==> src/rtl/divu_pkg.sv <==
// divu_pkg: constants and types shared by the HI/LO divider and the
// execute-stage result multiplexer.
//   WIDTH        operand/result width (only 32 is supported)
//   FUNCT_DIVU   funct code of DIVU
//   FUNCT_MFHI   funct code of MFHI
//   FUNCT_MFLO   funct code of MFLO
//   state_t      divider control states (IDLE, BUSY)
package divu_pkg;

    localparam int WIDTH = 32;

    localparam logic [5:0] FUNCT_DIVU = 6'b011011;
    localparam logic [5:0] FUNCT_MFHI = 6'b010000;
    localparam logic [5:0] FUNCT_MFLO = 6'b010010;

    typedef enum logic {
        IDLE = 1'b0,
        BUSY = 1'b1
    } state_t;

    // True for every instruction that touches HI/LO and therefore has to
    // wait for an in-flight division.
    function automatic logic is_hilo_op(input logic [5:0] funct);
        return (funct == FUNCT_DIVU) || (funct == FUNCT_MFHI) || (funct == FUNCT_MFLO);
    endfunction

endpackage

==> src/rtl/divu_step.sv <==
// divu_step: one combinational iteration of restoring unsigned division.
//   rem       in   WIDTH+1  partial remainder
//   q         in   WIDTH    quotient / remaining dividend shift register
//   divisor   in   WIDTH    divisor
//   rem_next  out  WIDTH+1  partial remainder after this iteration
//   q_next    out  WIDTH    shift register after this iteration (new LSB = quotient bit)
module divu_step
    import divu_pkg::*;
#(
    parameter int WIDTH = divu_pkg::WIDTH
) (
    input  logic [WIDTH:0]   rem,
    input  logic [WIDTH-1:0] q,
    input  logic [WIDTH-1:0] divisor,
    output logic [WIDTH:0]   rem_next,
    output logic [WIDTH-1:0] q_next
);

    logic [WIDTH:0] shifted;
    logic [WIDTH:0] trial;

    // The remainder is always below the divisor, so its top bit is never
    // needed to form the shifted value.
    logic unused_rem_msb;
    assign unused_rem_msb = rem[WIDTH];

    always_comb begin
        shifted = {rem[WIDTH-1:0], q[WIDTH-1]};
        trial   = shifted - {1'b0, divisor};
        if (!trial[WIDTH]) begin
            rem_next = trial;
            q_next   = {q[WIDTH-2:0], 1'b1};
        end else begin
            rem_next = shifted;
            q_next   = {q[WIDTH-2:0], 1'b0};
        end
    end

endmodule

==> src/rtl/divu_hilo.sv <==
// divu_hilo: multi-cycle unsigned divider with the HI/LO register pair for
// the execute stage. A DIVU runs 32 restoring iterations, then writes the
// remainder to HI and the quotient to LO.
//   clk     in   1      rising-edge clock
//   rst     in   1      asynchronous active-high reset
//   issue   in   1      execute-stage instruction valid
//   Signal  in   6      funct field of the execute-stage instruction
//   dataA   in   WIDTH  dividend (rs)
//   dataB   in   WIDTH  divisor (rt)
//   HiOut   out  WIDTH  HI register (remainder)
//   LoOut   out  WIDTH  LO register (quotient)
//   busy    out  1      a division is in progress
//   stall   out  1      freeze IF/ID/EX this cycle
//   done    out  1      one-cycle pulse after HI/LO are updated
//   dbz     out  1      last division had a zero divisor (DIVU_DBZ_FLAG_EN only)
// Optional feature macro: DIVU_DBZ_FLAG_EN adds the dbz output.
module divu_hilo
    import divu_pkg::*;
#(
    parameter int WIDTH = divu_pkg::WIDTH
) (
    input  logic             clk,
    input  logic             rst,
    input  logic             issue,
    input  logic [5:0]       Signal,
    input  logic [WIDTH-1:0] dataA,
    input  logic [WIDTH-1:0] dataB,
    output logic [WIDTH-1:0] HiOut,
    output logic [WIDTH-1:0] LoOut,
    output logic             busy,
    output logic             stall,
    output logic             done
`ifdef DIVU_DBZ_FLAG_EN
    ,
    output logic             dbz
`endif
);

    localparam int CNT_W = $clog2(WIDTH);

    state_t            state_q;
    state_t            state_d;
    logic [CNT_W-1:0]  count_q;

    logic [WIDTH:0]    rem_q;
    logic [WIDTH-1:0]  q_q;
    logic [WIDTH-1:0]  divisor_q;

    logic [WIDTH:0]    rem_next;
    logic [WIDTH-1:0]  q_next;

    logic              start;
    logic              last;

    assign busy  = (state_q == BUSY);
    assign start = (state_q == IDLE) && issue && (Signal == FUNCT_DIVU);
    assign last  = busy && (count_q == CNT_W'(WIDTH - 1));

    // Only instructions that use HI/LO wait; everything else keeps flowing.
    assign stall = busy && issue && is_hilo_op(Signal);

    divu_step #(
        .WIDTH(WIDTH)
    ) u_step (
        .rem      (rem_q),
        .q        (q_q),
        .divisor  (divisor_q),
        .rem_next (rem_next),
        .q_next   (q_next)
    );

    always_comb begin
        state_d = state_q;
        case (state_q)
            IDLE:    if (start) state_d = BUSY;
            BUSY:    if (last)  state_d = IDLE;
            default: state_d = IDLE;
        endcase
    end

    // Control and architectural HI/LO state; reset aborts a division at once.
    always_ff @(posedge clk or posedge rst) begin
        if (rst) begin
            state_q <= IDLE;
            count_q <= '0;
            HiOut   <= '0;
            LoOut   <= '0;
            done    <= 1'b0;
`ifdef DIVU_DBZ_FLAG_EN
            dbz     <= 1'b0;
`endif
        end else begin
            state_q <= state_d;
            done    <= last;
            if (start) begin
                count_q <= '0;
            end else if (busy) begin
                count_q <= count_q + 1'b1;
            end
            if (last) begin
                HiOut <= rem_next[WIDTH-1:0];
                LoOut <= q_next;
`ifdef DIVU_DBZ_FLAG_EN
                dbz   <= (divisor_q == '0);
`endif
            end
        end
    end

    // Iteration datapath: loaded on start, advanced once per busy cycle.
    always_ff @(posedge clk) begin
        if (start) begin
            rem_q     <= '0;
            q_q       <= dataA;
            divisor_q <= dataB;
        end else if (busy) begin
            rem_q <= rem_next;
            q_q   <= q_next;
        end
    end

endmodule

==> config.mk <==
export PLATFORM = sky130hd
export DESIGN_NAME = divu_hilo
export DESIGN_NICKNAME = d
export VERILOG_FILES = /design/src/rtl/divu_pkg.sv /design/src/rtl/divu_step.sv /design/src/rtl/divu_hilo.sv
export SDC_FILE = /design/constraint.sdc
export NUM_CORES = 1
export LEC_CHECK = 0
export BUFFER_PORTS_ARGS = -buffer_cell sky130_fd_sc_hd__buf_2
export CORE_MARGIN = 2
export CORE_UTILIZATION = 45
export CTS_BUF_LIST = sky130_fd_sc_hd__clkbuf_8
export CTS_CLUSTER_SIZE = 25
export DETAILED_ROUTE_END_ITERATION = 8
export PLACE_DENSITY = 0.66
export SLEW_MARGIN = 40
export SYNTH_ARGS = -nofsm -noshare
export SYNTH_HDL_FRONTEND = slang
export SYNTH_SLANG_ARGS = --single-unit
==> constraint.sdc <==
create_clock -name clk -period 3.6 [get_ports clk]
set_clock_uncertainty 0.15 [all_clocks]
set_input_delay 0.54 -clock clk [delete_from_list [all_inputs] [get_ports clk]]
set_output_delay 0.54 -clock clk [all_outputs]
set_load 0.005 [all_outputs]
# --- Word-level counts from Yosys, hierarchy flattened ---
# Index checks and enable logic that the tools add are counted.
op_classes:
  reduce_logical: 8
  n_eq_ne: 4
  muxes: 9
  add_sub_neg: 2
  n_bitwise: 1
ops:
  columns: ["operator", "count"]
  rows:
  - ["32-bit two-way mux", 3]
  - ["33-bit by 32-bit subtractor with 33-bit output", 1]
  - ["6-bit by 5-bit equality test with 1-bit output, second input constant", 3]
  - ["5-bit two-way mux", 2]
  - ["5-bit by 1-bit adder with 5-bit output, second input constant", 1]
  - ["5-bit equality test, second input constant", 1]
  - ["1-bit logical AND", 5]
  - ["1-bit two-way mux", 3]
  - ["1-bit logical OR", 2]
  - ["1-bit case mux with 2 select lines", 1]
  - ["2-bit nonzero test", 1]
  - ["1-bit NOT", 1]
totals:
  register_bits: 167
  wordCells: 32
  input_bits: 73

# --- Depth between registers and ports, before layout ---
# Gate-level depths: netlist of the first run.
logic_depth:
  ltp_word: 5
  ltp_mapped: 13

# --- By module ---
# Synthesis of the first run repeated with hierarchy kept, for this count alone.
hier_totals:
  hier_cells: 753
  hier_area_um2: 8906.0
by_module_without_submodules:
  columns: ["module", "instances", "seq_area_each_um2", "cells_per_inst", "area_each_um2"]
  rows:
  - ["divu_hilo", 1, 4359.2, 379, 6348.6]
  - ["divu_step", 1, 0.0, 374, 2557.5]

# --- Least setup slack after synthesis of the first run ---
# No wires, ideal clock.
synth_path:
  kind: "input -> register"
  from: "in Signal[2]"
  to: "reg q_q[23], data pin"
  required_ns: 3.188
  cell_stages: 5
  setup_slack_ns: 0.222
  setup_ns: 0.262
  path_buffers: 1
  t_arrival_ns: 2.967
  cell_sequence: "nor4bb_1 -> nand4_1 -> nor2_1 -> clkbuf_1 -> mux2_2"
synth_via:
  elab_chain_cells: 3
synth_lines:
  columns: ["element", "line_no", "source"]
  rows:
  - ["start: declaration", "divu_hilo.sv:25", "input logic [5:0] Signal,"]
  - ["6-bit by 5-bit equality test with 1-bit output", "divu_hilo.sv:56", "assign start = (state_q == IDLE) && issue && (Signal == FUNCT_DIVU);"]
  - ["1-bit logical AND", "divu_hilo.sv:56", null]
  - ["via start", "divu_hilo.sv:52", "logic start;"]
  - ["32-bit two-way mux", "divu_hilo.sv:112", "if (start) begin"]
  - ["end signal: assignment", "divu_hilo.sv:114", "q_q <= dataA;"]
  - ["end signal: assignment", "divu_hilo.sv:118", "q_q <= q_next;"]
  - ["end: declaration", "divu_hilo.sv:46", "logic [WIDTH-1:0] q_q;"]
# The timed path passes the listed nets, and every way through them passes these cells.
# A chain may end at the register's enable or synchronous reset.

# --- Final worst setup path of the first run ---
layout_path:
  from: "reg q_q[31]"
  to: "reg HiOut[18]"
layout_via:
  elab_chain_cells: 2
layout_lines:
  columns: ["element", "line_no", "source"]
  rows:
  - ["33-bit by 32-bit subtractor with 33-bit output", "divu_step.sv:29", "trial = shifted - {1'b0, divisor};"]
  - ["32-bit two-way mux", "divu_step.sv:30", "if (!trial[WIDTH]) begin"]
  - ["end signal: assignment", "divu_hilo.sv:101", "HiOut <= rem_next[WIDTH-1:0];"]
  - ["end: declaration", "divu_hilo.sv:28", "output logic [WIDTH-1:0] HiOut,"]
# No other way between the ends.

==> tab_implementation.tex, run 1 <==
\begin{tabular}{lr}
\hline
Metric & Value \\
\hline
\multicolumn{2}{l}{\textbf{Critical path}} \\
Worst path depth & 12 \\
Worst r2r path cells & 12 \\
Slowest library cell on the worst path & fa\_1 \\
Kind of cell adding the most delay to the critical path & compound AO/OA/AOI/OAI gates \\
Cell-by-cell listing of the critical path & inv\_1, ha\_1, fa\_1, nand2b\_1, a21oi\_1, o21ai\_1, a21boi\_2, o21bai\_1, nand3\_4, buf\_4, mux2\_2, mux2\_2 \\
Critical Path End Type & register \\
Combined buffer and inverter count along the critical path & 2 \\
Worst Path Class, Setup & reg2reg \\
Required @ worst endpoint & 3.81 ns \\
CP Max Fanout & 16 \\
Slowest stage delay, CP & 0.40 ns \\
Kind of launch point of the worst setup path & register \\
Most frequent CP cell & mux2\_2 \\
Arrival time worst endpoint & 3.51 ns \\
\multicolumn{2}{l}{\textbf{Yosys}} \\
Total of warnings raised by yosys & 0 \\
EDFF count, synth & 64 \\
Synthesized netlist net count & 945 \\
Sequential fraction of the synthesis area & 0.5212 \\
Post-Syn Instances & 837 \\
Post-synthesis share of cell area spent on full adders, half adders and majority gates & 0.05350 \\
Cell area after technology mapping & 8325 um\^{}2 \\
Multiplexer area fraction after synthesis & 0.07078 \\
Average size of a mapped cell & 9.947 um\^{}2 \\
Cell variety after synth & 60 \\
Xor/xnor cell area share of the yosys netlist & 0.02946 \\
Simple-gate portion of the synthesized area & 0.1495 \\
Main combinational cell family by area after synthesis & simple AND/OR/NAND/NOR gates \\
Synth async-reset ratio & 0.4251 \\
Leading register cell type out of synthesis & dfrtp\_1 \\
Flops \& latches, synth & 167 \\
Post-synthesis compound-gate area fraction & 0.1339 \\
\multicolumn{2}{l}{\textbf{Global route}} \\
Number of antenna violations at the first check in global routing & 1 \\
Total track usage & 0.2075 \\
Total grt overflow & 0 \\
First-pass GRT wire length & 32,260 um \\
Number of global-route vias before repair & 6,409 \\
Largest net degree at the start of global routing & 75 \\
\multicolumn{2}{l}{\textbf{Die}} \\
Horizontal extent of the die & 140.0 um \\
Initial Util & 0.4603 \\
Area of the core & 18,090 um\^{}2 \\
Die area & 19,610 um\^{}2 \\
Height of the die & 140.0 um \\
Number of placement rows & 49 \\
IO Pins & 140 \\
\multicolumn{2}{l}{\textbf{Finish}} \\
Nets & 1,079 \\
Finished Cell Area & 9716 um\^{}2 \\
Layout cells sized above 1 & 0.2419 \\
Commonest non-fill, non-tap cell in the layout & nand2\_1 \\
Final std cells w/o fill & 1,214 \\
Final standard cell utilization of the core & 0.5372 \\
Area growth from synthesis to final layout & 16.70\% \\
Top library cells by usage in the layout, fill and taps aside & nand2\_1 (182), buf\_2 (139), dfrtp\_1 (71) \\
\multicolumn{2}{l}{\textbf{Placed design}} \\
Buffers on Ports & 139 \\
Number of placed cells counting well taps & 1,180 \\
Post-DP Area & 9278 um\^{}2 \\
Final weighted congestion in routability-driven placement & 0.9216 \\
Post-DP HPWL & 13,780 um \\
\multicolumn{2}{l}{\textbf{STA}} \\
Pins Over Slew Limit & 0 \\
Worst hold slack after final layout & 0.07926 ns \\
Tightest Pin Transition & 0.7765 ns \\
Final setup violating endpoints & 0 \\
Unrepaired setup endpoints after global routing & no \\
Headroom to the max-slew limit & 0.4823 \\
Aggregate negative setup slack & 0 ns \\
Period utilisation layout & 0.9173 \\
Final hold violations & 0 \\
Shortest clock period the worst path allows after layout & 3.302 ns \\
Highest achievable clock rate & 302.8 MHz \\
\multicolumn{2}{l}{\textbf{Clocking}} \\
Root buf cell & clkbuf\_8 \\
Clock tree from TritonCTS & done \\
CTS Buffer Depth & 2 \\
Post-CTS sizing & 0 \\
Clock Pin Slew Worst Setup and Hold Paths & 0.11 ns \\
Clock buffer count from CTS & 17 \\
Total clock sinks & 167 \\
Maximum level of the CTS H-tree & 4 \\
Skew-Pair Late Insertion Delay & 0.48 ns \\
\multicolumn{2}{l}{\textbf{Drt}} \\
DRT Wirelength & 19,730 um \\
1st-pass router iterations & 7 \\
Iteration-0 DRC Markers & 363 \\
Vias & 6,412 \\
Wire length per cell after detailed routing & 16.25 um \\
Final ANT Viol Nets & 0 \\
Detail-routed via count per cell & 5.282 \\
Post-detailed-route DRC marker count & 6 \\
\multicolumn{2}{l}{\textbf{Power}} \\
Power per cell area & 624.7 nW/um\^{}2 \\
Static leakage & 4.592 nW \\
Worst VDD drop & 0.3040 mV \\
\multicolumn{2}{l}{\textbf{Run status}} \\
Failing checks & design-rule violations \\
Outcome & finished, violations left \\
\multicolumn{2}{l}{\textbf{Worst hold path}} \\
Hold depth & 1 \\
Path type of the worst min-delay path & in2reg \\
\multicolumn{2}{l}{\textbf{Flow run}} \\
\# Max-Cap Violations & 0 \\
\hline
\end{tabular}
[path summary, 6_finish.rpt]
check / start / endpoint / slack (ns)
max reg2reg: q_q[31] / HiOut[18] / 0.30
max: q_q[31] / HiOut[18] / 0.30
min in group asynchronous: rst / LoOut[11] / 0.52
min: dataB[0] / divisor_q[0] / 0.08
min reg2reg: q_q[27] / LoOut[28] / 0.33
max in group asynchronous: rst / HiOut[24] / 2.13
[logic make-up (layout without fill, tap and decap cells)]
group                    after synthesis  after routing
other                                  0              1
AND/OR/NAND/NOR                      291            291
flip-flops                           167            167
AO/OA/AOI/OAI                        179            179
buffers and inverters                 85            232
adder cells (fa/ha/maj)               35             35
multiplexers                          52             52
XOR/XNOR                              28             28
[state kept, by name (all words and copies together) (netlist names)]
name and count:
HiOut 32, LoOut 32, busy 1, count_q 5, divisor_q 32, done 1
q_q 32, rem_q 32
[power by group]
| group | total [W] | internal (W) | leakage, nW | switching (W) |
|---|---|---|---|---|
| clock network | 0.00140 | 0.000543 | 0.207 | 0.000859 |
| logic | 0.00225 | 0.000964 | 2.63 | 0.00128 |
| registers | 0.00242 | 0.00223 | 1.75 | 0.000187 |
[Yosys cell counts, types with 2 or more instances]
cell	n	area share
o21ai_0	58	0.035
mux2_1	4	0.0054
or3_1	3	0.0023
o211ai_1	8	0.0072
o21a_1	6	0.0054
mux2_2	39	0.053
buf_6	2	0.0027
o2111a_1	2	0.0027
a21oi_1	45	0.027
xor2_1	14	0.015
nand3_1	19	0.011
o31ai_1	4	0.0036
and3_1	6	0.0045
clkbuf_1	28	0.013
inv_1	45	0.020
mux2_4	3	0.0054
buf_1	6	0.0027
nor2_1	44	0.020
nand2_1	183	0.083
o2111ai_1	2	0.0021
dfrtp_1	71	0.21
mux2i_1	6	0.0072
o21bai_1	2	0.0018
xnor2_1	14	0.015
a31oi_1	6	0.0045
nand2b_1	9	0.0068
edfxtp_1	64	0.23
o21ai_1	7	0.0042
dfxtp_1	32	0.077
a21o_1	14	0.013
and2_1	3	0.0023
nor3_1	5	0.0030
nand4_1	10	0.0075
nor2b_1	3	0.0023
buf_4	3	0.0027
ha_1	34	0.051
a22o_1	10	0.011
[cell type report]
cell class	count	area [um^2]
inverters	45	170.2
repair buffers	155	843.3
fillers	1638	8371
flip-flops and latches	167	4339
diodes	1	2.502
well taps	229	286.5
clock inverters	15	190.2
clock buffers	17	234.0
multi-input cells	585	3650
[through the flow]
step	power, W	setup WS [ns]
floorplan	0.004190	0.2217
global placement	0.004659	0.3891
detailed placement	0.004680	0.3249
CTS	0.006100	0.2795
global route	0.006482	0.06323
finish	0.006069	0.2979
[routing by layer]
| layer | global-route usage | share of wire |
|---|---|---|
| met1 | 0.2722 | 0.45 |
| met2 | 0.3329 | 0.46 |
| met4 | 0.06326 | 0.017 |
| met3 | 0.06359 | 0.071 |
| met5 | 0 | 0 |
[what timing repair did]
action                                  CTS  global route
hold endpoints to repair                  0             6
setup buffers                             0             0
hold buffers                              0             1
endpoints found under the setup margin    0             0
No activity file was read; power rests on OpenSTA's default activity.
==> run 2: changes to the inputs <==
--- a/config.mk
+++ b/config.mk
@@ -12,7 +12,9 @@
 export CTS_CLUSTER_SIZE = 25
 export DETAILED_ROUTE_END_ITERATION = 8
 export PLACE_DENSITY = 0.66
+export REMOVE_ABC_BUFFERS = 1
 export SLEW_MARGIN = 40
 export SYNTH_ARGS = -nofsm -noshare
 export SYNTH_HDL_FRONTEND = slang
+export SYNTH_HIERARCHICAL = 1
 export SYNTH_SLANG_ARGS = --single-unit
==> tab_implementation.tex, run 2 <==
\begin{tabular}{lr}
\hline
Metric & Value \\
\hline
\multicolumn{2}{l}{\textbf{Critical path}} \\
Kind of launch point of the worst setup path & register \\
Worst Path Class, Setup & reg2reg \\
Critical Path End Type & register \\
Arrival time worst endpoint & 3.79 ns \\
Setup slack of the worst register-to-register path & 0.01 ns \\
CP Max Fanout & 6 \\
Required @ worst endpoint & 3.80 ns \\
\multicolumn{2}{l}{\textbf{Run status}} \\
Outcome & finished clean \\
\multicolumn{2}{l}{\textbf{Power}} \\
Clock network fraction of total power & 0.142 \\
Power per cell area & 907.8 nW/um\^{}2 \\
NetSw & 0.003699 W \\
Design internal power & 0.006142 W \\
Relative contribution of sequential cells to total power & 0.303 \\
Switching power as a share of total power & 0.3759 \\
Comb pwr share & 0.555 \\
Static leakage & 5.148 nW \\
Worst VDD drop & 0.3970 mV \\
\multicolumn{2}{l}{\textbf{Drt}} \\
DRT Wirelength & 20,300 um \\
1st-pass router iterations & 4 \\
Iteration-0 DRC Markers & 334 \\
Detail-routed via count per cell & 5.151 \\
Wire length per cell after detailed routing & 16.98 um \\
Final ANT Viol Nets & 0 \\
Post-detailed-route DRC marker count & 0 \\
Vias & 6,161 \\
\multicolumn{2}{l}{\textbf{Finish}} \\
Area used by multi-input combinational logic & 4129 um\^{}2 \\
Area growth from synthesis to final layout & 22.18\% \\
Nets & 1,026 \\
Top library cells by usage in the layout, fill and taps aside & buf\_2 (139), dfrtp\_1 (70), mux2\_2 (67) \\
Filler cell count & 1,734 \\
Final std cells w/o fill & 1,196 \\
Commonest non-fill, non-tap cell in the layout & buf\_2 \\
Register area & 4340 um\^{}2 \\
Layout cells sized above 1 & 0.4237 \\
\multicolumn{2}{l}{\textbf{Clocking}} \\
Root buf cell & clkbuf\_8 \\
Clock Pin Slew Worst Setup and Hold Paths & 0.11 ns \\
Maximum level of the CTS H-tree & 4 \\
Clock buffer count from CTS & 17 \\
Skew-Pair Late Insertion Delay & 0.47 ns \\
Total clock sinks & 167 \\
CTS Buffer Depth & 2 \\
Clock tree from TritonCTS & done \\
\multicolumn{2}{l}{\textbf{Die}} \\
IO Pins & 140 \\
Initial Util & 0.4574 \\
Number of placement rows & 51 \\
Height of the die & 144.4 um \\
Die area & 20,860 um\^{}2 \\
Horizontal extent of the die & 144.4 um \\
Area of the core & 19,400 um\^{}2 \\
\multicolumn{2}{l}{\textbf{Yosys}} \\
Average size of a mapped cell & 11.83 um\^{}2 \\
Total of warnings raised by yosys & 6 \\
Post-Syn Instances & 750 \\
Cell area after technology mapping & 8872 um\^{}2 \\
\multicolumn{2}{l}{\textbf{STA}} \\
Aggregate negative setup slack & 0 ns \\
Shortest clock period the worst path allows after layout & 3.589 ns \\
Final hold violations & 0 \\
Highest achievable clock rate & 278.6 MHz \\
Pins Over Slew Limit & 0 \\
Headroom to the max-slew limit & 0.5231 \\
Period utilisation layout & 0.9970 \\
Unrepaired setup endpoints after global routing & yes \\
Final setup violating endpoints & 0 \\
Final critical-path setup slack & 0.01066 ns \\
Tightest Pin Transition & 0.7128 ns \\
Worst hold slack after final layout & 0.08325 ns \\
\multicolumn{2}{l}{\textbf{Worst hold path}} \\
Path type of the worst min-delay path & in2reg \\
\multicolumn{2}{l}{\textbf{Flow run}} \\
\# Max-Cap Violations & 0 \\
\multicolumn{2}{l}{\textbf{Placed design}} \\
Post-DP HPWL & 14,000 um \\
Placement-stage worst setup slack & -0.1594 ns \\
Number of placed cells counting well taps & 1,147 \\
Final weighted congestion in routability-driven placement & 0.9073 \\
Buffers on Ports & 139 \\
\multicolumn{2}{l}{\textbf{Global route}} \\
Number of global-route vias before repair & 6,170 \\
Total grt overflow & 0 \\
Largest net degree at the start of global routing & 44 \\
First-pass GRT wire length & 31,600 um \\
Number of antenna violations at the first check in global routing & 3 \\
Total track usage & 0.1959 \\
\hline
\end{tabular}
run 2: routing by layer:
| metal | up-vias | GRT usage | wire (um) |
|---|---|---|---|
| met5 | - | 0 | 41 |
| met4 | 6 | 0.06438 | 301 |
| met3 | 27 | 0.07285 | 1434 |
| met2 | 149 | 0.3041 | 9227 |
| met1 | 2977 | 0.2540 | 9298 |
| li1 | 3002 | - | - |
run 2: worst paths after layout:
| check | endpoint | cells after the start | start |
|---|---|---|---|
| max in group asynchronous | HiOut[10] | 4 | rst |
| min reg2reg | LoOut[15] | 1 | LoOut[15] |
| min | divisor_q[3] | 1 | dataB[3] |
| max | HiOut[11] | 14 | divisor_q[0] |
| min in group asynchronous | LoOut[24] | 3 | rst |
| max reg2reg | HiOut[11] | 14 | divisor_q[0] |
run 2: through the flow:
step,util,total power (W),area (um^2)
after floorplan,-,0.005813,8407
after global placement,0.5124,0.007352,9940
after detailed placement,0.5124,0.007405,9940
after CTS,0.5362,0.008872,10400
after global routing,0.5587,0.01053,10840
final,0.5588,0.009841,10840
run 2: final cells by class:
cell class,count,share of cell area
Sequential cell,167,0.4004
Antenna cell,1,0.0002308
Multi-Input combinational cell,468,0.3809
Tap cell,265,0.03059
Clock inverter,15,0.01708
Clock buffer,17,0.02158
Inverter,48,0.01720
Timing Repair Buffer,215,0.1320
run 2: worst max-delay path, stage by stage (launching register included):
cell	delay [ns]
edfxtp_1	0.42
ha_4	0.19
fa_2	0.41
nor2b_4	0.15
o2111ai_2	0.12
a31oi_1	0.24
o21ba_2	0.21
a21oi_2	0.08
or2_4	0.26
o21ai_4	0.16
ha_4	0.24
buf_6	0.14
clkbuf_16	0.16
mux2_4	0.30
mux2_2	0.26
run 2: power groups by stage:
stage | Combinational, W | Sequential [W] | Clock, W
2_1_floorplan | 0.00281 | 0.00300 | 0
3_3_place_gp | 0.00436 | 0.00300 | 0
3_5_place_dp | 0.00441 | 0.00300 | 0
4_1_cts | 0.00446 | 0.00297 | 0.00145
5_1_grt | 0.00595 | 0.00306 | 0.00153
6_report | 0.00546 | 0.00298 | 0.00140
run 2: timing repair:
action	CTS	global route
hold endpoints to repair	14	0
gates resized for setup	12	62
hold buffers	1	0
pin swaps	8	18
endpoints found under the setup margin	57	63
setup buffers	3	11
gates cloned	0	3
==> run 3: changes to the inputs <==
--- a/config.mk
+++ b/config.mk
@@ -6,7 +6,6 @@
 export NUM_CORES = 1
 export LEC_CHECK = 0
 export BUFFER_PORTS_ARGS = -buffer_cell sky130_fd_sc_hd__buf_2
-export CORE_MARGIN = 2
 export CORE_UTILIZATION = 45
 export CTS_BUF_LIST = sky130_fd_sc_hd__clkbuf_8
 export CTS_CLUSTER_SIZE = 25
@@ -16,5 +15,4 @@
 export SLEW_MARGIN = 40
 export SYNTH_ARGS = -nofsm -noshare
 export SYNTH_HDL_FRONTEND = slang
-export SYNTH_HIERARCHICAL = 1
 export SYNTH_SLANG_ARGS = --single-unit
==> tab_implementation.tex, run 3 (synthesized netlist as in run 1, its figures left out) <==
\begin{tabular}{lr}
\hline
Metric & Value \\
\hline
\multicolumn{2}{l}{\textbf{Finish}} \\
Final standard cell utilization of the core & 0.5348 \\
Nets & 1,079 \\
Area growth from synthesis to final layout & 15.80\% \\
Filler cell count & 1,717 \\
Top library cells by usage in the layout, fill and taps aside & nand2\_1 (182), buf\_2 (139), dfrtp\_1 (71) \\
Layout cells sized above 1 & 0.2388 \\
Commonest non-fill, non-tap cell in the layout & nand2\_1 \\
Ant diodes & 0 \\
\multicolumn{2}{l}{\textbf{STA}} \\
Final hold violations & 0 \\
Final setup violating endpoints & 0 \\
Headroom to the max-slew limit & 0.4829 \\
Period utilisation layout & 0.9026 \\
Aggregate negative setup slack & 0 ns \\
Tightest Pin Transition & 0.7756 ns \\
Shortest clock period the worst path allows after layout & 3.249 ns \\
Unrepaired setup endpoints after global routing & no \\
Pins Over Slew Limit & 0 \\
Final critical-path setup slack & 0.3508 ns \\
Worst hold slack after final layout & 0.08589 ns \\
Highest achievable clock rate & 307.8 MHz \\
\multicolumn{2}{l}{\textbf{Drt}} \\
Vias & 6,311 \\
Detail-routed via count per cell & 5.203 \\
DRT Wirelength & 19,080 um \\
Final ANT Viol Nets & 0 \\
Iteration-0 DRC Markers & 355 \\
Post-detailed-route DRC marker count & 0 \\
Wire length per cell after detailed routing & 15.73 um \\
1st-pass router iterations & 6 \\
\multicolumn{2}{l}{\textbf{Global route}} \\
Number of antenna violations at the first check in global routing & 0 \\
First-pass GRT wire length & 32,420 um \\
Total track usage & 0.2110 \\
Number of global-route vias before repair & 6,605 \\
Largest net degree at the start of global routing & 75 \\
Total grt overflow & 0 \\
\multicolumn{2}{l}{\textbf{Power}} \\
Relative contribution of sequential cells to total power & 0.411 \\
Switching power as a share of total power & 0.3693 \\
Static leakage & 4.575 nW \\
Worst VDD drop & 0.4340 mV \\
Power per cell area & 609.8 nW/um\^{}2 \\
Power after layout & 0.005878 W \\
NetSw & 0.002171 W \\
Design internal power & 0.003708 W \\
Comb pwr share & 0.381 \\
Clock network fraction of total power & 0.208 \\
\multicolumn{2}{l}{\textbf{Flow run}} \\
\# Max-Cap Violations & 0 \\
\multicolumn{2}{l}{\textbf{Worst hold path}} \\
Path type of the worst min-delay path & in2reg \\
Worst Hold Path EP & divisor\_q[24] \\
Worst min-delay path startpoint & dataB[24] \\
Hold depth & 1 \\
\multicolumn{2}{l}{\textbf{Clocking}} \\
CTS Buffer Depth & 2 \\
Total clock sinks & 167 \\
Skew-Pair Late Insertion Delay & 0.47 ns \\
Clock tree from TritonCTS & done \\
Root buf cell & clkbuf\_8 \\
Clock buffer count from CTS & 17 \\
Maximum level of the CTS H-tree & 4 \\
Post-CTS repair timing setup buffer count & 0 \\
Clock Pin Slew Worst Setup and Hold Paths & 0.10 ns \\
\multicolumn{2}{l}{\textbf{Placed design}} \\
Post-DP HPWL & 13,470 um \\
Buffers on Ports & 139 \\
Final weighted congestion in routability-driven placement & 0.8733 \\
Placement-stage worst setup slack & 0.4032 ns \\
\multicolumn{2}{l}{\textbf{Die}} \\
Horizontal extent of the die & 138.0 um \\
Number of placement rows & 49 \\
IO Pins & 140 \\
Initial Util & 0.4619 \\
Height of the die & 138.0 um \\
Die area & 19,050 um\^{}2 \\
Area of the core & 18,020 um\^{}2 \\
\multicolumn{2}{l}{\textbf{Critical path}} \\
Worst Path Class, Setup & reg2reg \\
CP Max Fanout & 4 \\
Critical Path End Type & register \\
Setup slack of the worst register-to-register path & 0.35 ns \\
Kind of launch point of the worst setup path & register \\
Worst r2r path cells & 12 \\
Launch point of the worst reg-to-reg path & q\_q[31] \\
Arrival time worst endpoint & 3.51 ns \\
Worst r2r dst & HiOut[26] \\
Required @ worst endpoint & 3.86 ns \\
\multicolumn{2}{l}{\textbf{Run status}} \\
Outcome & finished clean \\
\hline
\end{tabular}
[run 3: changes by cell type in the layout (fill, tap and decap cells not counted), moves of 6 or more]
cell     previous run  this run
o21ai_1             1         7
nand3_1             7        19
nor2_1             51        43
o21ai_0            15        58
a21oi_1            28        45
mux2_2             67        39
buf_4              60        13
nand2_1            25       182
mux2i_1            34         6
mux2_4             47         3
a22o_1              1        10
[run 3: through the flow]
stage / instance area, um^2 / instances
floorplan: 8148 / 797
global placement: 9279 / 1180
detailed placement: 9283 / 1180
CTS: 9641 / 1213
global route: 9641 / 1213
finish: 9641 / 1213
[run 3: cell type report]
class / instances / area, um^2 / area share
inverter: 45 / 173.9 / 0.01804
tap: 229 / 286.5 / 0.02972
clock inverter: 14 / 100.1 / 0.01038
clock buffer: 18 / 247.7 / 0.02570
timing repair buffer: 155 / 843.3 / 0.08748
multi-input combinational: 585 / 3650 / 0.3786
sequential: 167 / 4339 / 0.4501
[run 3: worst max path at each step]
stage / from / end / depth (start not counted)
2_1_floorplan: Signal[2] / q_q[10] / 4
3_3_place_gp: q_q[31] / HiOut[18] / 12
3_5_place_dp: q_q[31] / HiOut[18] / 12
4_1_cts: q_q[31] / HiOut[18] / 12
5_1_grt: q_q[31] / HiOut[0] / 14
6_report: q_q[31] / HiOut[26] / 12
[run 3: critical path, cell delays in order, from the launching register on]
cell,delay (ns)
edfxtp_1,0.36
inv_1,0.05
ha_1,0.20
fa_1,0.40
nand2b_1,0.18
a21oi_1,0.20
o21ai_0,0.15
a21oi_1,0.30
o211ai_1,0.27
a31oi_1,0.29
nor3_1,0.09
o31ai_1,0.31
mux2_2,0.22
[run 3: power groups by stage]
stage	clock network [W]	registers [W]	logic, W
3_3_place_gp	0	0.00245	0.00219
4_1_cts	0.00126	0.00241	0.00224
3_5_place_dp	0	0.00245	0.00222
6_report	0.00122	0.00242	0.00224
2_1_floorplan	0	0.00241	0.00170
5_1_grt	0.00133	0.00245	0.00254
[run 3: repair_timing]
action / CTS / global route
hold endpoints to repair: 45 / 0
resized for setup: 0 / 0
hold buffers: 1 / 0
[run 3: layer usage]
layer / share of wire / track usage
met5: 0 / 0
met4: 0.014 / 0.05090
met3: 0.063 / 0.06824
met2: 0.47 / 0.3492
met1: 0.45 / 0.2674
